`src/rtl/vram_stream_reader.sv`:
```
// VRAM bus master: streams a run of bytes from video RAM into a small FWFT FIFO for the
// pixel pipeline, and shares the single RAM port with a CPU byte-write port.
module vram_stream_reader #(
  parameter int unsigned FIFO_DEPTH = 4
) (
  input  logic        clk,
  input  logic        rst_n,
  input  logic        start,
  input  logic [14:0] start_addr,
  input  logic [15:0] length,
  input  logic        abort,
  output logic        busy,
  output logic        done,
  output logic [7:0]  pix_data,
  output logic        pix_valid,
  input  logic        pix_ready,
  input  logic        wr_req,
  input  logic [14:0] wr_addr,
  input  logic [7:0]  wr_data,
  output logic        wr_ack,
  output logic [14:0] mem_addr,
  output logic        mem_we,
  output logic [7:0]  mem_wdata,
  input  logic [7:0]  mem_rdata
);

  localparam int unsigned AW = (FIFO_DEPTH > 1) ? $clog2(FIFO_DEPTH) : 1;
  localparam int unsigned CW = AW + 1;
  localparam logic [CW-1:0] DepthC = CW'(FIFO_DEPTH);

  typedef enum logic [1:0] {StIdle, StFetch, StDrain} state_e;

  state_e        state_q, state_d;
  logic [14:0]   ptr_q, ptr_d;
  logic [15:0]   remaining_q, remaining_d;
  logic          inflight_q;
  logic          done_q, done_d;
  logic [14:0]   addr_hold_q;
  logic [7:0]    fifo_q [FIFO_DEPTH];
  logic [AW-1:0] rd_ptr_q, wr_ptr_q;
  logic [CW-1:0] count_q, count_d;
  logic          issue, push, pop, flush;

  assign pop   = (count_q != '0) && pix_ready;
  assign push  = inflight_q && !flush;

  always_comb begin
    state_d     = state_q;
    ptr_d       = ptr_q;
    remaining_d = remaining_q;
    done_d      = 1'b0;
    issue       = 1'b0;
    flush       = 1'b0;
    unique case (state_q)
      StIdle: begin
        if (start && !abort) begin
          if (length == '0) begin
            done_d = 1'b1;
          end else begin
            state_d     = StFetch;
            ptr_d       = start_addr;
            remaining_d = length;
          end
        end
      end
      StFetch: begin
        if (abort) begin
          flush   = 1'b1;
          state_d = StIdle;
        // Credit counts the byte still in flight so the FIFO can never overflow.
        end else if (!wr_req && ((count_q + CW'(inflight_q)) < DepthC)) begin
          issue       = 1'b1;
          ptr_d       = ptr_q + 15'd1;
          remaining_d = remaining_q - 16'd1;
          if (remaining_q == 16'd1) state_d = StDrain;
        end
      end
      StDrain: begin
        if (abort) begin
          flush   = 1'b1;
          state_d = StIdle;
        end else if (!inflight_q && (count_q == '0)) begin
          done_d  = 1'b1;
          state_d = StIdle;
        end
      end
      default: state_d = StIdle;
    endcase
  end

  always_comb begin
    count_d = count_q;
    if (flush) count_d = '0;
    else       count_d = count_q + CW'(push) - CW'(pop);
  end

  // CPU writes always own the port; the address is otherwise held when no read issues.
  always_comb begin
    if (wr_req)     mem_addr = wr_addr;
    else if (issue) mem_addr = ptr_q;
    else            mem_addr = addr_hold_q;
  end

  assign wr_ack    = wr_req && rst_n;
  assign mem_we    = wr_ack;
  assign mem_wdata = wr_data;
  assign busy      = (state_q != StIdle);
  assign done      = done_q;
  assign pix_valid = (count_q != '0);
  assign pix_data  = fifo_q[rd_ptr_q];

  always_ff @(posedge clk or negedge rst_n) begin
    if (!rst_n) begin
      state_q     <= StIdle;
      ptr_q       <= '0;
      remaining_q <= '0;
      inflight_q  <= 1'b0;
      done_q      <= 1'b0;
      addr_hold_q <= '0;
      rd_ptr_q    <= '0;
      wr_ptr_q    <= '0;
      count_q     <= '0;
      for (int i = 0; i < int'(FIFO_DEPTH); i++) fifo_q[i] <= '0;
    end else begin
      state_q     <= state_d;
      ptr_q       <= ptr_d;
      remaining_q <= remaining_d;
      inflight_q  <= issue;
      done_q      <= done_d;
      addr_hold_q <= mem_addr;
      count_q     <= count_d;
      if (flush) begin
        rd_ptr_q <= '0;
        wr_ptr_q <= '0;
      end else begin
        if (push) begin
          fifo_q[wr_ptr_q] <= mem_rdata;
          wr_ptr_q         <= wr_ptr_q + AW'(1);
        end
        if (pop) rd_ptr_q <= rd_ptr_q + AW'(1);
      end
    end
  end

endmodule

```
`config.mk`:
```
export PLATFORM = sky130hd
export DESIGN_NAME = vram_stream_reader
export DESIGN_NICKNAME = d
export VERILOG_FILES = /design/src/rtl/vram_stream_reader.sv
export SDC_FILE = /design/constraint.sdc
export NUM_CORES = 1
export LEC_CHECK = 0
export ABC_AREA = 0
export CORE_MARGIN = 5
export CORE_UTILIZATION = 56
export CTS_CLUSTER_SIZE = 14
export DETAILED_ROUTE_END_ITERATION = 16
export PLACE_DENSITY = 0.86
export SKIP_LAST_GASP = 1
export SLEW_MARGIN = 30
export SYNTH_ARGS = -nofsm -noshare
export SYNTH_HDL_FRONTEND = slang
export SYNTH_SLANG_ARGS = --single-unit
```
`constraint.sdc`:
```
create_clock -name clk -period 4.5 [get_ports clk]
set_input_delay 0.9 -clock clk [delete_from_list [all_inputs] [get_ports clk]]
set_output_delay 0.9 -clock clk [all_outputs]
set_load 0.1 [all_outputs]
```
==> impl_metrics.toml <==
[clock_tree]
ctsHtreeMaxLevel = 3
total_of_hold_buffers_inserted_after_clock_tree_synthesis = 0
clk_path_buf_depth = 2
cts_tree = "built"
path_clk_slew_ps = 90
cts_made_buffers = 9
cts.sink_count = 89
post_cts.resized_instances = 0
clkLatencyLatePin_ps = 360
cts_setup_buffers = 0
cts_root_buffer = "sky130_fd_sc_hd__clkbuf_8"

[timing]
period_needed_ps = 3760
final.setup.tns_ps = 0
fin_worst_hold_slack_ps = 432
finalHoldViolations = 0
timing_worst_slew_pin_value_ps = 988
rsz_0062_raised_after_global_routing = "false"
skew_ps = 7.46
report.final.setup_viol = 0
final.setup.worst_slack_ps = 744
slew_viol_final = 0
maxSlewHeadroom = 0.339
timing.fmax_ghz = 0.266
finalCritPeriodShare = 0.835

[placed_design]
gpl.final_weighted_congestion = 0.876
detailed_placement_wirelength_estimate_um = 9310
preCtsSetupSlack_ps = 731
place_inst = 651
total_cell_area_at_the_placement_stage_um2 = 6000
port_buffers = 87

[yosys]
postSynthRegisterBits = 89
yosysSeqAreaShare = 0.447
synth_ff_type = "sky130_fd_sc_hd__dfrtp_1"
netlist.area_leader.share = 0.447
syn_area_per_cell_um2 = 10.3
synth_top_cells_by_area = "sky130_fd_sc_hd__dfrtp_1 45%, sky130_fd_sc_hd__mux2_2 7.2%, sky130_fd_sc_hd__mux4_2 3.6%"
synthArstFlopShare = 1.00
syn-cell-area_um2 = 4980
syn-num-nets = 566
post_synth_inst_count = 485
synthTopCellsByCount = "89 x sky130_fd_sc_hd__dfrtp_1, 42 x sky130_fd_sc_hd__nand2_1, 32 x sky130_fd_sc_hd__mux2_2, 32 x sky130_fd_sc_hd__o21ai_0, 26 x sky130_fd_sc_hd__nor2_1"
number_of_flops_mapped_to_enable_cells_by_yosys = 0
synthesis.yosys.warnings = 0
synth.lib_cells_used.distinct = 62
yosysMostFrequentCell = "sky130_fd_sc_hd__dfrtp_1"
yosys.area.top_type = "sky130_fd_sc_hd__dfrtp_1"

[critical_path]
worstSetupEndpointType = "primary output"
worst_ep_arrival_time_ps = 2860
crit_path_max_fanout = 12
cp-start-kind = "input pin"
critPathSlowestCell = "sky130_fd_sc_hd__clkdlybuf4s50_1"
critical_path.cell_chain = "clkdlybuf4s50_1 > nor2b_1 > o211ai_1 > inv_1 > mux2i_1 > o21ai_1 > buf_12"
critPathKind = "input pin to primary output"
req_time_crit_path_ps = 3600
critical-path-max-stage-delay_ps = 470

[final_layout]
finish.utilization = 0.719
fin_area_um2 = 6240
antenna_cells_inserted = 0
synthToLayoutAreaGrowth_pct = 25.3
final_net_count = 636
layout-drive-gt1-share = 0.159
fin_cells = 668

[power_and_ir_drop]
power-per-cell-area_nw_per_um2 = 666
power_leakage_nw = 2.59
maximum_vdd_drop_mv = 0.355
report.power.total_mw = 4.16

[detailed_routing]
post_drt_via_cell_ratio = 6.55
initialDrtViolationCount = 402
drt_pre_antenna_iters = 5
detail_route.drc_violations = 0
num_vias = 4377
ant_nets = 0
drt-total-wl_um = 13200
detail_route.wl_per_cell_um = 19.8

[die]
die_width_um = 104
floorplan.die.height_um = 104
floorplan.rows = 34
start_util = 0.574
core_area_um2 = 8680
fp.dieArea_um2 = 10900
io-pin-count = 104

[job]
max_cap_violations = 0

[global_routing]
grt_pass1_wl_um = 22300
pin_count_of_the_biggest_net_entering_global_routing = 69
globalRoute.totalOverflow = 0
grt_pass1_vias = 4488
grt_antenna_before_repair = 0
gr-usage-all-layers = 0.247

[hold_path]
timing.hold.worst.class = "input pin to async pin"

[run_status]
status = "completed"
## metal layers
metal | vias up | track usage | share of wire | wire [µm]
met1 | 2160 | 0.331 | 0.40 | 5340
met2 | 241 | 0.401 | 0.49 | 6500
met4 | 0 | 0.0564 | 0.015 | 202
met5 | - | 0 | 0 | 0
met3 | 35 | 0.0683 | 0.089 | 1180
li1 | 1941 | - | - | -
## worst max-delay path, delay by kind of cell
| kind | cells | cell delay, ps |
|---|---|---|
| buf+inv | 3 | 1130 |
| compound gates | 2 | 420 |
| mux | 1 | 170 |
| simple gates | 1 | 220 |
## cells in the final DEF (no fill, tap or decap), drive strengths merged, types with 7 or more instances in the layout
master	count
buf	24
mux4	8
nand4	8
clkdlybuf4s50	69
ha	12
mux2	32
or3	7
dfrtp	89
nor2	27
a31oi	8
o21ai	33
inv	21
nand3	10
nor3	20
a221o	9
mux2i	14
clkbuf	12
and2	8
a21oi	13
nand2	42
nor4	11
## final cells by class
class / count / area (µm²)
Inverter: 21 / 78.8
Clock buffer: 12 / 145
Tap cell: 108 / 135
Sequential cell: 89 / 2230
Fill cell: 619 / 2440
Clock inverter: 4 / 76.3
Timing Repair Buffer: 93 / 1070
Multi-Input combinational cell: 341 / 2510
## where the power goes
part           internal (mW)  switching (mW)  leakage (nW)
logic                  0.785            1.37          1.37
registers               1.08           0.300          1.11
clock network          0.330           0.286         0.107
total                   2.20            1.96          2.59
## final timing paths
path | cells after the start | slack (ps) | startpoint | endpoint
min in group clk | 1 | 510 | fifo_q[11] | fifo_q[11]
worst min-delay path | 1 | 430 | rst_n | addr_hold_q[3]
worst max register to register | 7 | 1610 | state_q[0] | ptr_q[2]
max in group asynchronous | 3 | 3120 | rst_n | remaining_q[15]
worst min register to register | 1 | 510 | fifo_q[11] | fifo_q[11]
worst max-delay path | 7 | 740 | abort | mem_addr[13]
## sequential cells by signal, indices dropped and copies added (netlist names)
signal       flops
inflight_q       1
addr_hold_q     15
done             1
remaining_q     16
ptr_q           15
fifo_q          32
count_q          3
state_q          2
rd_ptr_q         2
wr_ptr_q         2
## kinds of logic after synthesis
family | count (synthesis) | synth area share
xor+xnor | 5 | 0.00879
simple gates | 164 | 0.175
compound gates | 105 | 0.148
mux | 54 | 0.137
flops | 89 | 0.447
buf+inv | 55 | 0.0497
fa+ha+maj | 13 | 0.0342
No activity file was read; power rests on OpenSTA's default activity.
